--- config.mk ---
export PLATFORM = sky130hd
export DESIGN_NAME = multicycle_controller
export DESIGN_NICKNAME = d
export VERILOG_FILES = /design/src/rtl/riscv_ctrl_pkg.sv /design/src/rtl/multicycle_controller_alu_decoder.sv /design/src/rtl/multicycle_controller.sv
export SDC_FILE = /design/constraint.sdc
export NUM_CORES = 1
export LEC_CHECK = 0
export ABC_AREA = 0
export CORE_UTILIZATION = 25
export DETAILED_ROUTE_END_ITERATION = 6
export PLACE_DENSITY = 0.68
export SLEW_MARGIN = 15
export SYNTH_ARGS = -nofsm -noshare
export SYNTH_HDL_FRONTEND = slang
export SYNTH_SLANG_ARGS = --single-unit
--- constraint.sdc ---
create_clock -name clk -period 3 [get_ports clk]
set_input_delay 0.6 -clock clk [delete_from_list [all_inputs] [get_ports clk]]
set_output_delay 0.6 -clock clk [all_outputs]
set_load 0.02 [all_outputs]
--- src/rtl/riscv_ctrl_pkg.sv ---
// Shared encodings for the multicycle RV32I control path: FSM states, opcodes,
// datapath select codes and the ALUOp handoff to the ALU decoder.
package riscv_ctrl_pkg;

   typedef enum logic [3:0] {
      FETCH, DECODE, MEMADR, MEMREAD, MEMWB, MEMWRITE,
      EXECUTER, EXECUTEI, ALUWB, BEQ
   } state_t;

   localparam logic [6:0] OP_LW     = 7'b0000011;
   localparam logic [6:0] OP_SW     = 7'b0100011;
   localparam logic [6:0] OP_RTYPE  = 7'b0110011;
   localparam logic [6:0] OP_ITYPE  = 7'b0010011;
   localparam logic [6:0] OP_BRANCH = 7'b1100011;

   typedef enum logic [1:0] {
      ALUOP_ADD   = 2'b00,
      ALUOP_SUB   = 2'b01,
      ALUOP_FUNCT = 2'b10
   } aluop_t;

   localparam logic [2:0] ALU_ADD = 3'b000;
   localparam logic [2:0] ALU_SUB = 3'b001;
   localparam logic [2:0] ALU_AND = 3'b010;
   localparam logic [2:0] ALU_OR  = 3'b011;
   localparam logic [2:0] ALU_SLT = 3'b101;

   localparam logic [1:0] IMM_I = 2'b00;
   localparam logic [1:0] IMM_S = 2'b01;
   localparam logic [1:0] IMM_B = 2'b10;

   localparam logic [1:0] RES_ALUOUT    = 2'b00;
   localparam logic [1:0] RES_DATA      = 2'b01;
   localparam logic [1:0] RES_ALURESULT = 2'b10;

   localparam logic [1:0] SRCA_PC    = 2'b00;
   localparam logic [1:0] SRCA_OLDPC = 2'b01;
   localparam logic [1:0] SRCA_RS1   = 2'b10;

   localparam logic [1:0] SRCB_RS2  = 2'b00;
   localparam logic [1:0] SRCB_IMM  = 2'b01;
   localparam logic [1:0] SRCB_FOUR = 2'b10;

   function automatic logic [1:0] imm_src(input logic [6:0] op);
      case (op)
         OP_SW:     imm_src = IMM_S;
         OP_BRANCH: imm_src = IMM_B;
         default:   imm_src = IMM_I;
      endcase
   endfunction

   function automatic logic is_supported(input logic [6:0] op);
      is_supported = (op == OP_LW) || (op == OP_SW) || (op == OP_RTYPE) ||
                     (op == OP_ITYPE) || (op == OP_BRANCH);
   endfunction

endpackage

--- src/rtl/multicycle_controller_alu_decoder.sv ---
// Combinational ALU decoder: maps ALUOp plus instruction function bits to the
// 3-bit ALUControl code.
module alu_decoder
   import riscv_ctrl_pkg::*;
(
   input  aluop_t      i_alu_op,
   input  logic [2:0]  i_funct3,
   input  logic        i_funct7b5,
   input  logic        i_op5,
   output logic [2:0]  o_alu_control
);

   always_comb begin
      o_alu_control = ALU_ADD;
      case (i_alu_op)
         ALUOP_SUB: o_alu_control = ALU_SUB;
         ALUOP_FUNCT: begin
            case (i_funct3)
               // funct7b5 only selects sub for R-type; for addi it is immediate data
               3'b000:  o_alu_control = (i_op5 & i_funct7b5) ? ALU_SUB : ALU_ADD;
               3'b010:  o_alu_control = ALU_SLT;
               3'b110:  o_alu_control = ALU_OR;
               3'b111:  o_alu_control = ALU_AND;
               default: o_alu_control = ALU_ADD;
            endcase
         end
         default: o_alu_control = ALU_ADD;
      endcase
   end

endmodule

--- src/rtl/multicycle_controller.sv ---
// Main control FSM of the multicycle RV32I core: sequences fetch, decode,
// execute, memory and writeback and drives every datapath select and strobe.
module multicycle_controller
   import riscv_ctrl_pkg::*;
#(
   parameter bit WAIT_MEM = 1'b1
) (
   input  logic        clk,
   input  logic        rst_n,
   input  logic [6:0]  op,
   input  logic [2:0]  funct3,
   input  logic        funct7b5,
   input  logic        zero,
   input  logic        mem_ready,
   output logic        PCWrite,
   output logic        AdrSrc,
   output logic        MemWrite,
   output logic        IRWrite,
   output logic        RegWrite,
   output logic [1:0]  ResultSrc,
   output logic [1:0]  ALUSrcA,
   output logic [1:0]  ALUSrcB,
   output logic [2:0]  ALUControl,
   output logic [1:0]  ImmSrc,
   output logic        illegal_instr,
   output logic        instr_done,
   output logic [3:0]  dbg_state
);

   state_t r_state;
   aluop_t w_alu_op;
   logic   w_ready;
   logic   w_pc_write, w_ir_write, w_mem_write, w_reg_write, w_illegal, w_done;

   assign w_ready = WAIT_MEM ? mem_ready : 1'b1;

   always_ff @(posedge clk or negedge rst_n) begin
      if (!rst_n) begin
         r_state <= FETCH;
      end else begin
         case (r_state)
            FETCH:    if (w_ready) r_state <= DECODE;
            DECODE: begin
               case (op)
                  OP_LW, OP_SW: r_state <= MEMADR;
                  OP_RTYPE:     r_state <= EXECUTER;
                  OP_ITYPE:     r_state <= EXECUTEI;
                  OP_BRANCH:    r_state <= BEQ;
                  default:      r_state <= FETCH;
               endcase
            end
            MEMADR:   r_state <= op[5] ? MEMWRITE : MEMREAD;
            MEMREAD:  if (w_ready) r_state <= MEMWB;
            MEMWRITE: if (w_ready) r_state <= FETCH;
            EXECUTER, EXECUTEI: r_state <= ALUWB;
            default:  r_state <= FETCH;
         endcase
      end
   end

   always_comb begin
      AdrSrc      = 1'b0;
      ResultSrc   = RES_ALUOUT;
      ALUSrcA     = SRCA_PC;
      ALUSrcB     = SRCB_RS2;
      w_alu_op    = ALUOP_ADD;
      w_pc_write  = 1'b0;
      w_ir_write  = 1'b0;
      w_mem_write = 1'b0;
      w_reg_write = 1'b0;
      w_illegal   = 1'b0;
      w_done      = 1'b0;
      case (r_state)
         FETCH: begin
            ALUSrcB    = SRCB_FOUR;
            ResultSrc  = RES_ALURESULT;
            w_ir_write = w_ready;
            w_pc_write = w_ready;
         end
         DECODE: begin
            // branch target precomputed from OldPC while the opcode is examined
            ALUSrcA   = SRCA_OLDPC;
            ALUSrcB   = SRCB_IMM;
            w_illegal = !is_supported(op);
         end
         MEMADR: begin
            ALUSrcA = SRCA_RS1;
            ALUSrcB = SRCB_IMM;
         end
         MEMREAD: AdrSrc = 1'b1;
         MEMWB: begin
            ResultSrc   = RES_DATA;
            w_reg_write = 1'b1;
            w_done      = 1'b1;
         end
         MEMWRITE: begin
            AdrSrc      = 1'b1;
            w_mem_write = 1'b1;
            w_done      = w_ready;
         end
         EXECUTER: begin
            ALUSrcA  = SRCA_RS1;
            w_alu_op = ALUOP_FUNCT;
         end
         EXECUTEI: begin
            ALUSrcA  = SRCA_RS1;
            ALUSrcB  = SRCB_IMM;
            w_alu_op = ALUOP_FUNCT;
         end
         ALUWB: begin
            w_reg_write = 1'b1;
            w_done      = 1'b1;
         end
         BEQ: begin
            // funct3[0] inverts the sense of zero, giving bne
            ALUSrcA    = SRCA_RS1;
            w_alu_op   = ALUOP_SUB;
            w_pc_write = zero ^ funct3[0];
            w_done     = 1'b1;
         end
         default: ;
      endcase
   end

   alu_decoder u_alu_decoder (
      .i_alu_op      (w_alu_op),
      .i_funct3      (funct3),
      .i_funct7b5    (funct7b5),
      .i_op5         (op[5]),
      .o_alu_control (ALUControl)
   );

   // strobes drop asynchronously with reset, not one edge later
   assign PCWrite       = w_pc_write  & rst_n;
   assign IRWrite       = w_ir_write  & rst_n;
   assign MemWrite      = w_mem_write & rst_n;
   assign RegWrite      = w_reg_write & rst_n;
   assign illegal_instr = w_illegal   & rst_n;
   assign instr_done    = w_done      & rst_n;
   assign ImmSrc        = imm_src(op);
   assign dbg_state     = r_state;

endmodule
* Word-level counts from Yosys, hierarchy flattened
Cells that the tools add are included.
** Storage, ports and cells
- Register bits after elaboration :: 4
- Latch bits :: 0
- Memory bits (writable) :: 0
- Bits in read-only memories :: 0
- Bits of input ports :: 15
- Output and inout port bits :: 22
- Logic and storage cells :: 67
- Memories kept :: 0
** Operators by class
- $add $sub $neg :: 0
- Multipliers :: 0
- Div/mod/pow operators :: 0
- Magnitude comparators :: 0
- Equality and inequality tests :: 22
- Shift operators :: 0
- Muxes and demuxes :: 21
- Bitwise logic cells :: 8
- Reduce and logical (&&, ||, !) cells :: 15
** Operators with widths (count)
- $pmux W4 S6 :: 1
- $pmux W2 S2 :: 5
- $eq A4 B3 Y1 const B :: 4
- $pmux W4 S4 :: 1
- $eq A7 B6 Y1 const B :: 2
- $mux W4 :: 3
- $pmux W3 S4 :: 1
- $eq A4 B2 Y1 const B :: 2
- $eq A4 B4 Y1 const B :: 2
- $reduce_or A2 Y1 :: 4
- $and A1 B1 Y1 :: 7
- $eq A7 B2 Y1 const B :: 1
- $eq A7 B5 Y1 const B :: 1
- $eq A7 B7 Y1 const B :: 1
- $eq A3 B3 Y1 const B :: 2
- $mux W1 :: 6
- $ne A2 B2 Y1 const B :: 3
- $pmux W3 S2 :: 1
- $reduce_or A3 Y1 :: 2
- $eq A4 B1 Y1 const B :: 1
- $logic_not A4 Y1 :: 1
- $logic_or A1 B1 Y1 :: 4
- $pmux W1 S2 :: 2
- $reduce_or A4 Y1 :: 1
- other kinds (8) :: 8

* Depth between registers and ports, before layout
- Depth in word-level cells :: 8
- Mapped depth :: 8
- Gate-level depth less buffers :: 7

* Modules after synthesis
From an unflattened synthesis, not the netlist that was laid out.
** Unflattened totals
- Cells, all modules :: 80
- Area, all modules :: 643.1 um^2
** Modules (own cells, without submodules)
- multicycle_controller :: instances 1, cells each 69, area each 546.8 um^2, seq. area each 100.1 um^2
- alu_decoder :: instances 1, cells each 11, area each 96.3 um^2, seq. area each 0.0 um^2

* Worst setup path before layout
No wires, ideal clock.
- Path kind :: register -> output
- Start point :: register r_state[1] (netlist: dbg_state[1])
- End point :: output port PCWrite
- Arrival time :: 2.034 ns
- Data required time :: 2.400 ns
- Setup slack :: 0.366 ns
- Cell stages (with the launch flop) :: 4
- Buffers on the path :: 0
- Cells stage by stage :: dfrtp_1 > nor4_1 > a22oi_1 > nor2b_1
** Between the ends
- Word-level cells in the longest chain between the ends :: 3
- Elaborated cells on any way between the ends :: 4
- Classes of those cells :: eq/ne (1); mux (1); bitwise (1); reduce/logical (1)
** Ends and longest elaborated chain
- start, declared :: RTL line multicycle_controller.sv:30 : state_t r_state;
- start signal, assigned :: RTL line multicycle_controller.sv:52 : MEMADR: r_state <= op[5] ? MEMWRITE : MEMREAD;
- $eq A4 B4 Y1 or $logic_not A4 Y1 (tied branches) :: RTL line multicycle_controller.sv:73 : case (r_state)
- $pmux W1 S2 (*) :: RTL line multicycle_controller.sv:73
- $and A1 B1 Y1 (*) :: RTL line multicycle_controller.sv:134 : assign PCWrite = w_pc_write & rst_n;
- end, declared :: RTL line multicycle_controller.sv:15 : output logic PCWrite,
Every way passes the cells marked *; elsewhere a longest branch is shown, timed or not.

* Worst setup path in the final report
- Start point :: register r_state[0] (netlist: dbg_state[0])
- End point :: output port ALUControl[0]
** Between the ends
- Word-level cells in the longest chain between the ends :: 5
- Elaborated cells on any way between the ends :: 8
- Classes of those cells :: eq/ne (5); mux (2); reduce/logical (1)
** Ends and longest elaborated chain
- $eq A4 B3 Y1 :: RTL line multicycle_controller.sv:73
- $reduce_or A2 Y1 (no source line)
- $pmux W2 S2 (*) :: RTL line multicycle_controller.sv:73
- $eq A2 B2 Y1 or $eq A2 B1 Y1 (tied branches) :: RTL line multicycle_controller_alu_decoder.sv:15 : case (i_alu_op)
- $pmux W3 S2 (*) :: RTL line multicycle_controller_alu_decoder.sv:15
- end, declared :: RTL line multicycle_controller.sv:23 : output logic [2:0] ALUControl,
Marked as above.

==> metrics.md <==
| Metric | Value |
|---|---|
| Instance count of the mapped netlist | `81` |
| Fmax achieved | `352 MHz` |
| Max-slew violation count | `0` |
| Crit path launch type | `register` |
| Final GP Congestion | `0.767` |
| Count of final hold-check violations | `0` |
| Most instantiated flip-flop cell in the synthesis netlist | `dfrtp_1` |
| Largest net degree at the start of global routing | `13` |
| Final Skew | `0.00371 ns` |
| Synthesis-to-layout area growth | `74.5%` |
| Hold-fix buffer count after cts | `0` |
| Cell area after technology mapping | `613 µm²` |
| Part of the Yosys area used for sequential elements | `0.163` |
| Reg power frac | `0.172` |
| Wire length of the first global-routing pass | `3040 µm` |
| Area used by sequential logic in the layout | `101 µm²` |
| Layout Nets | `140` |
| Number of search-and-repair iterations in the first detailed-routing pass | `4` |
| Largest area contributor in the synthesized netlist | `dfrtp_1` |
| Core area | `2250 µm²` |
| Total gr overflow | `0` |
| Clock-pin transition on the worst setup and hold timing paths | `0.04 ns` |
| Number of enable-type register cells in the synthesized netlist | `0` |
| Most used standard cells in the synthesized netlist | `7 x a21oi_1, 7 x nand2_1, 6 x nor2b_1` |
| Type of the setup path with the least slack | `register to output pin` |
| FF+latch count, synth | `4` |
| Final sum of negative setup slack | `0 ns` |
| Clock tree from TritonCTS | `yes` |
| Remaining antenna violation count | `0` |
| Clock tree root buffer cell | `clkbuf_4` |
| Class of the tightest hold or removal check | `input pin to async pin` |
| Multiplexer area fraction after synthesis | `0` |
| Insertion delay to the later sink of the worst-skew pair | `0.24 ns` |
| Filler Cells Inserted | `242` |
| Warnings from Yosys | `0` |
| Number of sinks driven by the clock tree | `4` |
| Proportion of synthesized flip-flops having asynchronous set or reset | `1.00` |
| Required time reported for the critical path endpoint | `2.40 ns` |
| Internal Power | `0.000288 W` |
| Vias in the first global route | `681` |
| Drt wl/cell | `13.0 µm` |
| Xor and xnor area share after synthesis | `0.0429` |
| CP endpoint kind | `output pin` |
| Multi-input logic area | `480 µm²` |
| Status | `complete, no violations` |
| Combinational share of power | `0.685` |
| Final setup violation count | `0` |
| Initial standard-cell utilization of the core | `0.272` |
| Simple logic cell fraction of the synthesized area | `0.463` |
| Max-cap violation count | `0` |
| Clock group share of total power | `0.142` |
| VDD IR max | `0.298 mV` |
| Total CTS buffers | `3` |
| Vias | `734` |
| Avg Inst Size Synth | `7.57 µm²` |
| Headroom to the max-slew limit | `0.737` |
| Via count normalized by instance count | `4.93` |
| Unrepaired setup endpoints after global routing | `false` |
| Switching pwr | `0.000219 W` |
| Share of the synthesized area in compound gates (AO/OA/AOI/OAI) | `0.214` |
| Pwr dens | `474 nW/µm²` |
| DRT Wirelength | `1930 µm` |
| Number of flip-flops in the largest register | `4` |
| Minimum clock period | `2.84 ns` |
| I/O Buffers | `36` |
| Post-layout total power | `0.000507 W` |
| Area of the die | `2650 µm²` |
| Buffers inserted during post-CTS setup optimization | `0` |
| Worst-case hold slack | `0.607 ns` |
| Post-synthesis net count | `98` |
| Share of the synthesized area in the top cell type | `0.163` |
| Final standard cell utilization of the core | `0.474` |
| Maximum net fanout on the critical path | `12` |
| Final HPWL from detailed placement | `1530 µm` |
| Antenna violations before repair | `0` |
| Cell Rows | `17` |
| Layout cells sized above 1 | `0.149` |
| Leakage power | `0.443 nW` |
| Main combinational cell family by area after synthesis | `simple AND/OR/NAND/NOR gates` |
| Drc violations | `0` |
| Buffer depth of the longest clock path | `2` |
| Synth unique cells | `39` |
| Adder-cell area share of the yosys netlist | `0.0408` |
| Top area cells in the synthesized netlist | `dfrtp_1 16%, nor2b_1 6.1%, nor3b_1 6.1%` |
| Horizontal die dimension | `51.5 µm` |
| Antenna fix cells | `0` |
| GRT Total Usage | `0.154` |
| I/O pin count | `37` |
| Post-cts resize count | `0` |
| H-tree depth reported by CTS | `1` |
| Die span in y | `51.5 µm` |
| Post-route clock period utilization | `0.947` |
| Worst Max-Slew Pin Slew | `0.393 ns` |
| Data arrival time of the critical path | `2.24 ns` |
| Initial drt markers | `18` |
| Net Sw Frac | `0.432` |
## cells in the final DEF, fill, tap and decap left out, types with 2 or more instances in the layout
cell type        instances
and3_1                   3
nor4b_1                  2
a21oi_1                  7
clkdlybuf4s50_1         35
nand2_1                  7
buf_4                    6
ha_1                     2
nor3_1                   2
dfrtp_1                  3
a22oi_1                  2
o21ai_1                  2
xor2_1                   2
nor2b_1                  5
clkbuf_4                 3
and3b_1                  2
nor3b_1                  5
nor2_1                   3
inv_1                    5
## final timing paths
check | from | to | slack [ns] | depth (start not counted)
worst max-delay path | dbg_state[0] | ALUControl[0] | 0.16 | 7
worst min-delay path | rst_n | dbg_state[0] | 0.61 | 1
worst max register to register | dbg_state[1] | dbg_state[2] | 1.23 | 4
worst min register to register | dbg_state[1] | dbg_state[3] | 0.72 | 2
max in group asynchronous | rst_n | dbg_state[1] | 2.04 | 2
min in group clk | dbg_state[1] | dbg_state[3] | 0.72 | 2
## per-stage QoR
stage | setup WS, ns | std cells | cell area (µm²)
2_1_floorplan | 0.366 | 81 | 613
3_3_place_gp | 0.165 | 146 | 1030
3_5_place_dp | 0.0673 | 146 | 1030
4_1_cts | 0.0168 | 149 | 1050
5_1_grt | 0.00284 | 149 | 1070
6_report | 0.158 | 149 | 1070
## final cells by class
cell class / instances / share of cell area
Inverter: 6 / 0.0211
Clock buffer: 3 / 0.0211
Multi-Input combinational cell: 66 / 0.449
Tap cell: 28 / 0.0327
Sequential cell: 4 / 0.0947
Timing Repair Buffer: 42 / 0.381
## metal layers
| metal | up-vias | global-route usage | share of wire |
|---|---|---|---|
| met5 | - | 0 | 0 |
| met4 | 0 | 0.0270 | 0 |
| met3 | 0 | 0.0614 | 0.047 |
| met2 | 23 | 0.232 | 0.48 |
| met1 | 335 | 0.207 | 0.47 |
| li1 | 376 | - | - |
## power by group through the flow
stage,combinational (W),clock [W],sequential [W]
final,0.000348,0.0000721,0.0000875
after global routing,0.000372,0.0000779,0.0000906
after CTS,0.000346,0.0000743,0.0000845
after detailed placement,0.000343,0,0.0000851
after global placement,0.000343,0,0.0000858
after floorplan,0.000200,0,0.0000860
## critical path: stages (launching register included)
cell             delay [ns]
dfrtp_1                0.49
and4bb_1               0.31
inv_1                  0.07
ha_1                   0.15
nor2b_1                0.14
o21ai_1                0.08
a21oi_1                0.15
clkdlybuf4s50_1        0.62
## cells by family after synthesis
kind of cell    Yosys count
compound gates           19
xor+xnor                  3
buf+inv                  11
flops                     4
simple gates             42
fa+ha+maj                 2
Power figures use the tool's default switching activity.
